### src/rtl/bfm_arbiter_pkg.sv
// Shared types for the bfm_arbiter slice: FSM states and requester id.
package bfm_arb_pkg;

  localparam int unsigned NUM_REQ = 2;

  typedef enum logic [1:0] {
    StIdle,
    StRun,
    StDrain,
    StDone
  } arb_state_e;

  typedef logic req_id_t;

endpackage

### src/rtl/bfm_arbiter_if.sv
// Control, requester, datapath and response signals of bfm_arbiter.
interface bfm_arbiter_if #(
  parameter int unsigned DW    = 8,
  parameter int unsigned LEN_W = 16
) ();

  logic             start_i;
  logic [LEN_W-1:0] len_i;
  logic             busy_o;
  logic             done_o;
  logic [LEN_W-1:0] issued_cnt_o;
  logic             req0_valid_i;
  logic             req1_valid_i;
  logic [DW-1:0]    req0_a_i;
  logic [DW-1:0]    req0_b_i;
  logic [DW-1:0]    req1_a_i;
  logic [DW-1:0]    req1_b_i;
  logic             req0_ready_o;
  logic             req1_ready_o;
  logic             dp_valid_o;
  logic [DW-1:0]    dp_a_o;
  logic [DW-1:0]    dp_b_o;
  logic [DW-1:0]    dp_res_i;
  logic             rsp0_valid_o;
  logic             rsp1_valid_o;
  logic [DW-1:0]    rsp_data_o;

  modport slave (
    input  start_i, len_i, req0_valid_i, req1_valid_i,
    input  req0_a_i, req0_b_i, req1_a_i, req1_b_i, dp_res_i,
    output busy_o, done_o, issued_cnt_o, req0_ready_o, req1_ready_o,
    output dp_valid_o, dp_a_o, dp_b_o, rsp0_valid_o, rsp1_valid_o, rsp_data_o
  );

  modport master (
    output start_i, len_i, req0_valid_i, req1_valid_i,
    output req0_a_i, req0_b_i, req1_a_i, req1_b_i, dp_res_i,
    input  busy_o, done_o, issued_cnt_o, req0_ready_o, req1_ready_o,
    input  dp_valid_o, dp_a_o, dp_b_o, rsp0_valid_o, rsp1_valid_o, rsp_data_o
  );

endinterface

### src/rtl/bfm_arbiter_tag_pipe.sv
// Shift register of {valid, id} tags that tracks transactions through the datapath.
module tag_pipe
  import bfm_arb_pkg::*;
#(
  parameter int unsigned Depth = 2
) (
  input  logic    clk_i,
  input  logic    reset_i,
  input  logic    valid_i,
  input  req_id_t id_i,
  output logic    valid_o,
  output req_id_t id_o,
  output logic    empty_o
);

  logic [Depth-1:0] r_valid;
  logic [Depth-1:0] r_id;

  always_ff @(posedge clk_i or posedge reset_i) begin
    if (reset_i) begin
      r_valid <= '0;
      r_id    <= '0;
    end else begin
      r_valid <= {r_valid[Depth-2:0], valid_i};
      r_id    <= {r_id[Depth-2:0], id_i};
    end
  end

  assign valid_o = r_valid[Depth-1];
  assign id_o    = r_id[Depth-1];
  assign empty_o = ~|r_valid;

endmodule

### src/rtl/bfm_arbiter.sv
// Round-robin sequencer sharing one bfm datapath between two requesters,
// issuing a programmed number of transactions and routing results back.
module bfm_arbiter
  import bfm_arb_pkg::*;
#(
  parameter int unsigned DW    = 8,
  parameter int unsigned LAT   = 1,
  parameter int unsigned LEN_W = 16
) (
  input logic           clk_i,
  input logic           reset_i,
  bfm_arbiter_if.slave  bus
);

  arb_state_e       r_state;
  logic [LEN_W-1:0] r_len;
  logic [LEN_W-1:0] r_issued;
  logic             r_busy;
  logic             r_done;
  req_id_t          r_last;
  logic             r_dp_valid;
  logic [DW-1:0]    r_dp_a;
  logic [DW-1:0]    r_dp_b;
  logic             r_rsp0;
  logic             r_rsp1;
  logic [DW-1:0]    r_rsp_data;

  logic    w_can;
  logic    w_gnt0;
  logic    w_gnt1;
  logic    w_xfer;
  req_id_t w_xfer_id;
  logic    w_tail_valid;
  req_id_t w_tail_id;
  logic    w_empty;

  // r_last holds the id granted most recently; the other one wins a tie.
  assign w_can     = (r_state == StRun) && (r_issued < r_len);
  assign w_gnt0    = w_can && bus.req0_valid_i && (!bus.req1_valid_i || (r_last == 1'b1));
  assign w_gnt1    = w_can && bus.req1_valid_i && (!bus.req0_valid_i || (r_last == 1'b0));
  assign w_xfer    = w_gnt0 | w_gnt1;
  assign w_xfer_id = w_gnt1;

  always_ff @(posedge clk_i or posedge reset_i) begin
    if (reset_i) begin
      r_state  <= StIdle;
      r_len    <= '0;
      r_issued <= '0;
      r_busy   <= 1'b0;
      r_done   <= 1'b0;
    end else begin
      r_done <= 1'b0;
      case (r_state)
        StIdle: begin
          if (bus.start_i) begin
            r_len    <= bus.len_i;
            r_issued <= '0;
            if (bus.len_i == '0) begin
              r_state <= StDone;
              r_done  <= 1'b1;
            end else begin
              r_state <= StRun;
              r_busy  <= 1'b1;
            end
          end
        end
        StRun: begin
          if (w_xfer) begin
            r_issued <= r_issued + 1'b1;
            if ((r_issued + 1'b1) == r_len) r_state <= StDrain;
          end
        end
        // Empty here means the last tag left the pipe and its response is out now.
        StDrain: begin
          if (w_empty) begin
            r_state <= StDone;
            r_busy  <= 1'b0;
            r_done  <= 1'b1;
          end
        end
        StDone:  r_state <= StIdle;
        default: r_state <= StIdle;
      endcase
    end
  end

  always_ff @(posedge clk_i or posedge reset_i) begin
    if (reset_i) begin
      r_last <= 1'b1;
    end else if (w_xfer) begin
      r_last <= w_xfer_id;
    end
  end

  always_ff @(posedge clk_i or posedge reset_i) begin
    if (reset_i) begin
      r_dp_valid <= 1'b0;
      r_dp_a     <= '0;
      r_dp_b     <= '0;
      r_rsp0     <= 1'b0;
      r_rsp1     <= 1'b0;
      r_rsp_data <= '0;
    end else begin
      r_dp_valid <= w_xfer;
      if (w_xfer) begin
        r_dp_a <= w_gnt1 ? bus.req1_a_i : bus.req0_a_i;
        r_dp_b <= w_gnt1 ? bus.req1_b_i : bus.req0_b_i;
      end
      r_rsp0 <= w_tail_valid && (w_tail_id == 1'b0);
      r_rsp1 <= w_tail_valid && (w_tail_id == 1'b1);
      if (w_tail_valid) r_rsp_data <= bus.dp_res_i;
    end
  end

  tag_pipe #(
    .Depth (LAT + 1)
  ) u_tag_pipe (
    .clk_i   (clk_i),
    .reset_i (reset_i),
    .valid_i (w_xfer),
    .id_i    (w_xfer_id),
    .valid_o (w_tail_valid),
    .id_o    (w_tail_id),
    .empty_o (w_empty)
  );

  assign bus.busy_o       = r_busy;
  assign bus.done_o       = r_done;
  assign bus.issued_cnt_o = r_issued;
  assign bus.req0_ready_o = w_gnt0;
  assign bus.req1_ready_o = w_gnt1;
  assign bus.dp_valid_o   = r_dp_valid;
  assign bus.dp_a_o       = r_dp_a;
  assign bus.dp_b_o       = r_dp_b;
  assign bus.rsp0_valid_o = r_rsp0;
  assign bus.rsp1_valid_o = r_rsp1;
  assign bus.rsp_data_o   = r_rsp_data;

endmodule

### src/flat_wrapper.sv
// flat-port wrapper written by rule: the top's interface ports become plain ports
module bfm_arbiter_flat import bfm_arb_pkg::*;
#(
  parameter int unsigned DW    = 8,
  parameter int unsigned LAT   = 1,
  parameter int unsigned LEN_W = 16
)
  (clk_i, reset_i, bus_start_i, bus_len_i, bus_req0_valid_i, bus_req1_valid_i, bus_req0_a_i, bus_req0_b_i, bus_req1_a_i, bus_req1_b_i, bus_dp_res_i, bus_busy_o, bus_done_o, bus_issued_cnt_o, bus_req0_ready_o, bus_req1_ready_o, bus_dp_valid_o, bus_dp_a_o, bus_dp_b_o, bus_rsp0_valid_o, bus_rsp1_valid_o, bus_rsp_data_o);
  bfm_arbiter_if #(.DW(DW), .LEN_W(LEN_W)) bus_i ();
  input logic clk_i;
  input logic reset_i;
  input wire logic [$bits(bus_i.start_i)-1:0] bus_start_i;
  input wire logic [$bits(bus_i.len_i)-1:0] bus_len_i;
  input wire logic [$bits(bus_i.req0_valid_i)-1:0] bus_req0_valid_i;
  input wire logic [$bits(bus_i.req1_valid_i)-1:0] bus_req1_valid_i;
  input wire logic [$bits(bus_i.req0_a_i)-1:0] bus_req0_a_i;
  input wire logic [$bits(bus_i.req0_b_i)-1:0] bus_req0_b_i;
  input wire logic [$bits(bus_i.req1_a_i)-1:0] bus_req1_a_i;
  input wire logic [$bits(bus_i.req1_b_i)-1:0] bus_req1_b_i;
  input wire logic [$bits(bus_i.dp_res_i)-1:0] bus_dp_res_i;
  output wire logic [$bits(bus_i.busy_o)-1:0] bus_busy_o;
  output wire logic [$bits(bus_i.done_o)-1:0] bus_done_o;
  output wire logic [$bits(bus_i.issued_cnt_o)-1:0] bus_issued_cnt_o;
  output wire logic [$bits(bus_i.req0_ready_o)-1:0] bus_req0_ready_o;
  output wire logic [$bits(bus_i.req1_ready_o)-1:0] bus_req1_ready_o;
  output wire logic [$bits(bus_i.dp_valid_o)-1:0] bus_dp_valid_o;
  output wire logic [$bits(bus_i.dp_a_o)-1:0] bus_dp_a_o;
  output wire logic [$bits(bus_i.dp_b_o)-1:0] bus_dp_b_o;
  output wire logic [$bits(bus_i.rsp0_valid_o)-1:0] bus_rsp0_valid_o;
  output wire logic [$bits(bus_i.rsp1_valid_o)-1:0] bus_rsp1_valid_o;
  output wire logic [$bits(bus_i.rsp_data_o)-1:0] bus_rsp_data_o;
  assign bus_i.start_i = bus_start_i;
  assign bus_i.len_i = bus_len_i;
  assign bus_i.req0_valid_i = bus_req0_valid_i;
  assign bus_i.req1_valid_i = bus_req1_valid_i;
  assign bus_i.req0_a_i = bus_req0_a_i;
  assign bus_i.req0_b_i = bus_req0_b_i;
  assign bus_i.req1_a_i = bus_req1_a_i;
  assign bus_i.req1_b_i = bus_req1_b_i;
  assign bus_i.dp_res_i = bus_dp_res_i;
  assign bus_busy_o = bus_i.busy_o;
  assign bus_done_o = bus_i.done_o;
  assign bus_issued_cnt_o = bus_i.issued_cnt_o;
  assign bus_req0_ready_o = bus_i.req0_ready_o;
  assign bus_req1_ready_o = bus_i.req1_ready_o;
  assign bus_dp_valid_o = bus_i.dp_valid_o;
  assign bus_dp_a_o = bus_i.dp_a_o;
  assign bus_dp_b_o = bus_i.dp_b_o;
  assign bus_rsp0_valid_o = bus_i.rsp0_valid_o;
  assign bus_rsp1_valid_o = bus_i.rsp1_valid_o;
  assign bus_rsp_data_o = bus_i.rsp_data_o;
  bfm_arbiter #(.DW(DW), .LAT(LAT), .LEN_W(LEN_W)) u_core (.clk_i(clk_i), .reset_i(reset_i), .bus(bus_i));
endmodule
### config.mk
export PLATFORM = sky130hd
export DESIGN_NAME = bfm_arbiter_flat
export DESIGN_NICKNAME = d
export VERILOG_FILES = /design/src/rtl/bfm_arbiter_pkg.sv /design/src/rtl/bfm_arbiter_if.sv /design/src/rtl/bfm_arbiter_tag_pipe.sv /design/src/rtl/bfm_arbiter.sv /design/src/flat_wrapper.sv
export SDC_FILE = /design/constraint.sdc
export NUM_CORES = 1
export LEC_CHECK = 0
export CAP_MARGIN = 20
export CELL_PAD_IN_SITES_DETAIL_PLACEMENT = 1
export CELL_PAD_IN_SITES_GLOBAL_PLACEMENT = 2
export CORE_MARGIN = 4
export CORE_UTILIZATION = 30
export CTS_CLUSTER_DIAMETER = 150
export DETAILED_ROUTE_END_ITERATION = 7
export PLACE_DENSITY_LB_ADDON = 0.1
export SLEW_MARGIN = 20
export SYNTH_ARGS = -nofsm -noshare
export SYNTH_HDL_FRONTEND = slang
export SYNTH_SLANG_ARGS = --single-unit
### constraint.sdc
create_clock -name clk_i -period 3.9 [get_ports clk_i]
set_input_delay 1.17 -clock clk_i [delete_from_list [all_inputs] [get_ports clk_i]]
set_output_delay 1.17 -clock clk_i [all_outputs]
set_load 0.01 [all_outputs]
Word level (Yosys, flattened, before mapping)
Cells that the tools add are included.
Widths: inputs -> output; s select.

storage, ports and cells
  bits in latches = 0
  word-level logic and storage cells = 67
  input port bits = 61
  memories kept = 0
  output and inout bits = 47
  ROM bits = 0
  RAM bits = 0
  bits in registers = 68

cells by class
  reduce and logical (&&, ||, !) cells = 20
  eq/ne operators = 9
  add/subtract/negate cells = 1
  div/mod/pow operators = 0
  shift operators = 0
  bitwise operators = 3
  mux-type cells = 19
  magnitude comparators = 1
  multiply operators = 0

operators by type and width
  operator               number
  $mux 16                2
  $pmux 16 s2            1
  $add 16x1->16 const B  1
  $eq 16x16->1           1
  $logic_not 16->1       1
  $lt 16x16->1           1
  $mux 8                 2
  $mux 2                 5
  $ne 2x2->1 const B     5
  $pmux 2 s4             1
  $reduce_and 4->1       2
  $logic_and 1x1->1      7
  $mux 1                 6
  $eq 2x2->1 const B     2
  $pmux 1 s2             2
  $reduce_bool 2->1      2
  $reduce_and 3->1       1
  $eq 2x1->1 const B     1
  $logic_not 1->1        2
  $logic_not 2->1        1
  $logic_or 1x1->1       2
  $not 1->1              2
  $reduce_and 2->1       1
  $reduce_or 2->1        1
  $or 1x1->1             1

Depth between registers and ports, before layout
  depth in word-level cells = 7
  depth in mapped cells = 11
  mapped depth without buffers = 9

Hierarchy
From an unflattened synthesis, not the netlist that was laid out.

second synthesis, totals
  cell total of the unflattened synthesis = 384
  area, all modules = 3930.0 sq um

by module, submodules not included
  module       area each (sq um)  seq. area each (sq um)  cells each  times used
  bfm_arbiter  3822.4             1602.8                  378         1
  tag_pipe     107.6              100.1                   6           1

Least setup slack after synthesis
OpenSTA, ideal clock, no wires.

  path type = register to output
  start = reg u_core.r_issued[11] (netlist: u_core.bus.issued_cnt_o[11])
  end = out bus_req1_ready_o
  path slack = 0.611 ns
  path buffers = 2
  cell stages (with the launch flop) = 10
  required time = 2.730 ns
  data arrival time = 2.119 ns
  cells stage by stage = dfrtp_1 ha_1 a21oi_1 o21a_1 o221a_2 nand4b_4 a211o_1 buf_2 buf_2 inv_1

between the ends
  longest elaborated chain between the ends = 4

ends and longest elaborated chain
  element                         RTL line            text
  from (decl)                     bfm_arbiter.sv:17   logic [LEN_W-1:0] r_issued;
  from (signal assigned)          bfm_arbiter.sv:69   r_issued <= r_issued + 1'b1;
  $lt 16x16->1                    bfm_arbiter.sv:38   assign w_can = (r_state == StRun) && (r_issued < r_len);
  $logic_and 1x1->1               bfm_arbiter.sv:38
  $logic_and 1x1->1 (2 in a row)  bfm_arbiter.sv:40   assign w_gnt1 = w_can && bus.req1_valid_i && (!bus.req0_valid_i || (r_last == 1'b0));
  to (decl)                       flat_wrapper.sv:25  output wire logic [$bits(bus_i.req1_ready_o)-1:0] bus_req1_ready_o;

No other way between the ends.

Worst setup path after layout
  start = in bus_req1_valid_i
  end = out bus_req0_ready_o

between the ends
  longest elaborated chain between the ends = 3

ends and longest elaborated chain
  element            RTL line            text
  from (decl)        flat_wrapper.sv:15  input wire logic [$bits(bus_i.req1_valid_i)-1:0] bus_req1_valid_i;
  $logic_not 1->1    bfm_arbiter.sv:39   assign w_gnt0 = w_can && bus.req0_valid_i && (!bus.req1_valid_i || (r_last == 1'b1));
  $logic_or 1x1->1   bfm_arbiter.sv:39
  $logic_and 1x1->1  bfm_arbiter.sv:39
  to (decl)          flat_wrapper.sv:24  output wire logic [$bits(bus_i.req0_ready_o)-1:0] bus_req0_ready_o;

No other way between the ends.

==> results_dict.tcl <==
set metrics [dict create \
    status "finished, final reports clean" \
    grt_max_degree 68 \
    fin_nets 586 \
    tightest_slew_ns 0.878 \
    synth-main-ff-cell "dfrtp_1" \
    cts_tree "built" \
    globalplace.congestion 0.767 \
    track_usage_pct 17.7 \
    fillers 1431 \
    ir_drop_mv 0.390 \
    critPathCaptureType "output pin" \
    netlist_instances 383 \
    cts.path.max_buffers 2 \
    finalClockSkew_ns 0.00731 \
    cts.root.buffer_cell "clkbuf_16" \
    drtIter0Drc 138 \
    rsz0062_at_grt "false" \
    ant_nets 0 \
    startpoint "bus_req1_valid_i" \
    antenna_found_initial 0 \
    grt_overflow 0 \
    r2r_cells 8 \
    dr_total_vias 3420 \
    swShare_pct 36.8 \
    stdcell_area_um2 5550 \
    die_y_um 122 \
    drc_errors 0 \
    worstPathArrival_ns 2.54 \
    cts.sinks 67 \
    slew_headroom_pct 41.5 \
    combPwrFrac_pct 45.9 \
    numCtsBuffers 9 \
    maxCapViolCount 0 \
    leakage_nw 2.34 \
    clkLatencyLatePin_ns 0.33 \
    routedWlPerCell_um 18.0 \
    setup-violations-final 0 \
    drive_gt1_share_pct 15.1 \
    pin_count 108 \
    syn-num-nets 464 \
    p_int_w 0.00237 \
    layout.cells.most_common_list "106 x clkdlybuf4s50_1, 65 x dfrtp_1, 27 x nor2_1, 27 x o21ai_0, 26 x inv_1" \
    wl_mm 12.3 \
    die_w_um 122 \
    yosysWarnings 0 \
    fin_crit_sh_pct 95.2 \
    ys_ff_latch 67 \
    num_rows 41 \
    netlist_area_um2 3890 \
    seqPwrFrac_pct 31.8 \
    io_buffers 107 \
    power_density_nw_per_um2 675 \
    synth_cell_types 52 \
    power_frac_clock_pct 22.4 \
    ys_seq_area_share_pct 43.2 \
    startpoint_type "input pin" \
    antenna_cells 0 \
    crit_fanout 2 \
    critPathCapture "bus_req0_ready_o" \
    avgViaCountPerCell 5.01 \
    core-area_um2 12700 \
    dpl_cell_area_um2 5230 \
    synth_largest_area_cell "dfrtp_1" \
    power.switching_w 0.00138 \
    fin_setup_tns_ns 0 \
    clkTransAtPathRegs_ns 0.06 \
    worstHoldStart "u_core.u_tag_pipe.r_id[0]" \
    syn_area_per_cell_um2 10.1 \
    dr.pass1.iters 4 \
    start_util_pct 30.7 \
    die-area_um2 14800 \
    fmax_mhz 269 \
    required_ns 2.73 \
    r2r_setup_slack_ns 1.28 \
    area_growth_pct 42.8 \
    report.final.slew_viol_count 0 \
    synth_top_area_share_pct 42.5 \
    hp-class "reg2reg" \
    synth.area.top_cells "dfrtp_1 42%, mux2_2 7.2%, ha_1 6.4%" \
    synth_edf_count 0 \
    hpwl_mm 9.05 \
    r2r-start "u_core.bus.issued_cnt_o[15]" \
    ys_async_sr_fraction_pct 100 \
    period_needed_ns 3.71 \
    path_class "in2out" \
    cts.htree.levels 3 \
    hold_viol 0 \
    grt_pass1_vias 3827 \
    final_common_cell "clkdlybuf4s50_1" \
    worstReg2RegEnd "u_core.bus.issued_cnt_o[14]" \
    grt_pass1_wl_mm 20.4 \
]
-- registers in the layout, summed over array words and instances, names as in the netlist --
name,cells
u_core.bus.rsp0_valid_o,1
u_core.bus.dp_a_o,8
u_core.r_state,2
u_core.u_tag_pipe.r_valid,2
u_core.u_tag_pipe.r_id,2
u_core.r_last,1
u_core.bus.issued_cnt_o,16
u_core.bus.busy_o,1
u_core.bus.rsp_data_o,8
u_core.bus.rsp1_valid_o,1
u_core.r_len,16
u_core.bus.dp_b_o,8
u_core.bus.done_o,1
-- metal layers --
metal / routed length (µm) / global-route usage, % / up-vias
li1: - / - / 1630
met1: 5180 / 21.7 / 1699
met2: 6100 / 30.0 / 80
met3: 814 / 5.85 / 11
met4: 198 / 5.04 / 0
met5: 0 / 0 / -
-- timing repair --
item,in CTS,in global routing
hold buffers,0,0
setup buffers,1,0
setup endpoints to repair,1,2
resized for setup,0,4
-- critical path: stages --
cell	delay, ns
clkdlybuf4s50_1	0.48
inv_1	0.05
o21ai_0	0.30
nor2_4	0.05
clkdlybuf4s50_1	0.49
-- power by group through the flow --
stage | sequential (W) | clock [W] | combinational, W
after floorplan | 0.00121 | 0 | 0.000972
after global placement | 0.00119 | 0 | 0.00169
after detailed placement | 0.00120 | 0 | 0.00173
after CTS | 0.00120 | 0.000866 | 0.00175
after global routing | 0.00124 | 0.000892 | 0.00192
final | 0.00119 | 0.000838 | 0.00172
-- metrics by stage --
| stage | worst slack [ns] | utilization, % | power (W) | cells | hold WS [ns] |
|---|---|---|---|---|---|
| after floorplan | 0.611 | - | 0.00218 | 383 | 0.331 |
| after global placement | 0.179 | 41.3 | 0.00288 | 665 | 0.352 |
| after detailed placement | 0.176 | 41.3 | 0.00293 | 665 | 0.352 |
| after CTS | 0.00183 | 43.7 | 0.00381 | 682 | 0.361 |
| after global routing | 0.0715 | 43.8 | 0.00404 | 682 | 0.365 |
| final | 0.186 | 43.8 | 0.00375 | 682 | 0.355 |
-- Yosys cell counts, types with 10 or more instances --
cell / instances
dfrtp_1: 66
inv_1: 27
nor2_1: 27
o21ai_0: 27
a21oi_1: 25
mux2_2: 25
ha_1: 20
mux2i_1: 17
nand2_1: 14
o31ai_1: 11
xnor2_1: 11
nand3_1: 10
nand4_1: 10
o31a_1: 10
xor2_1: 10
-- final cells by class --
| cell class | instances | area (µm²) | share of cell area (%) |
|---|---|---|---|
| tap | 172 | 215 | 3.88 |
| inverter | 27 | 101 | 1.83 |
| sequential | 67 | 1680 | 30.3 |
| clock inverter | 6 | 63.8 | 1.15 |
| multi-input combinational | 272 | 2020 | 36.4 |
| clock buffer | 10 | 239 | 4.31 |
| timing repair buffer | 128 | 1230 | 22.2 |
-- worst min-delay path by stage --
stage | cells after the start | end
6_report | 0 | u_core.u_tag_pipe.r_id[1]
5_1_grt | 0 | u_core.u_tag_pipe.r_id[1]
4_1_cts | 0 | u_core.u_tag_pipe.r_id[1]
3_5_place_dp | 0 | u_core.u_tag_pipe.r_id[1]
3_3_place_gp | 0 | u_core.u_tag_pipe.r_id[1]
2_1_floorplan | 0 | u_core.u_tag_pipe.r_id[1]
-- cells by family (layout without fill, tap and decap cells) --
family,after synthesis,count (layout),share of synthesized area [%]
mux,42,42,11.6
fa+ha+maj,20,20,6.44
compound gates,95,95,15.5
flops,67,67,43.2
buf+inv,44,171,5.02
xor+xnor,21,21,4.73
simple gates,94,94,13.5
Power figures use the tool's default switching activity.
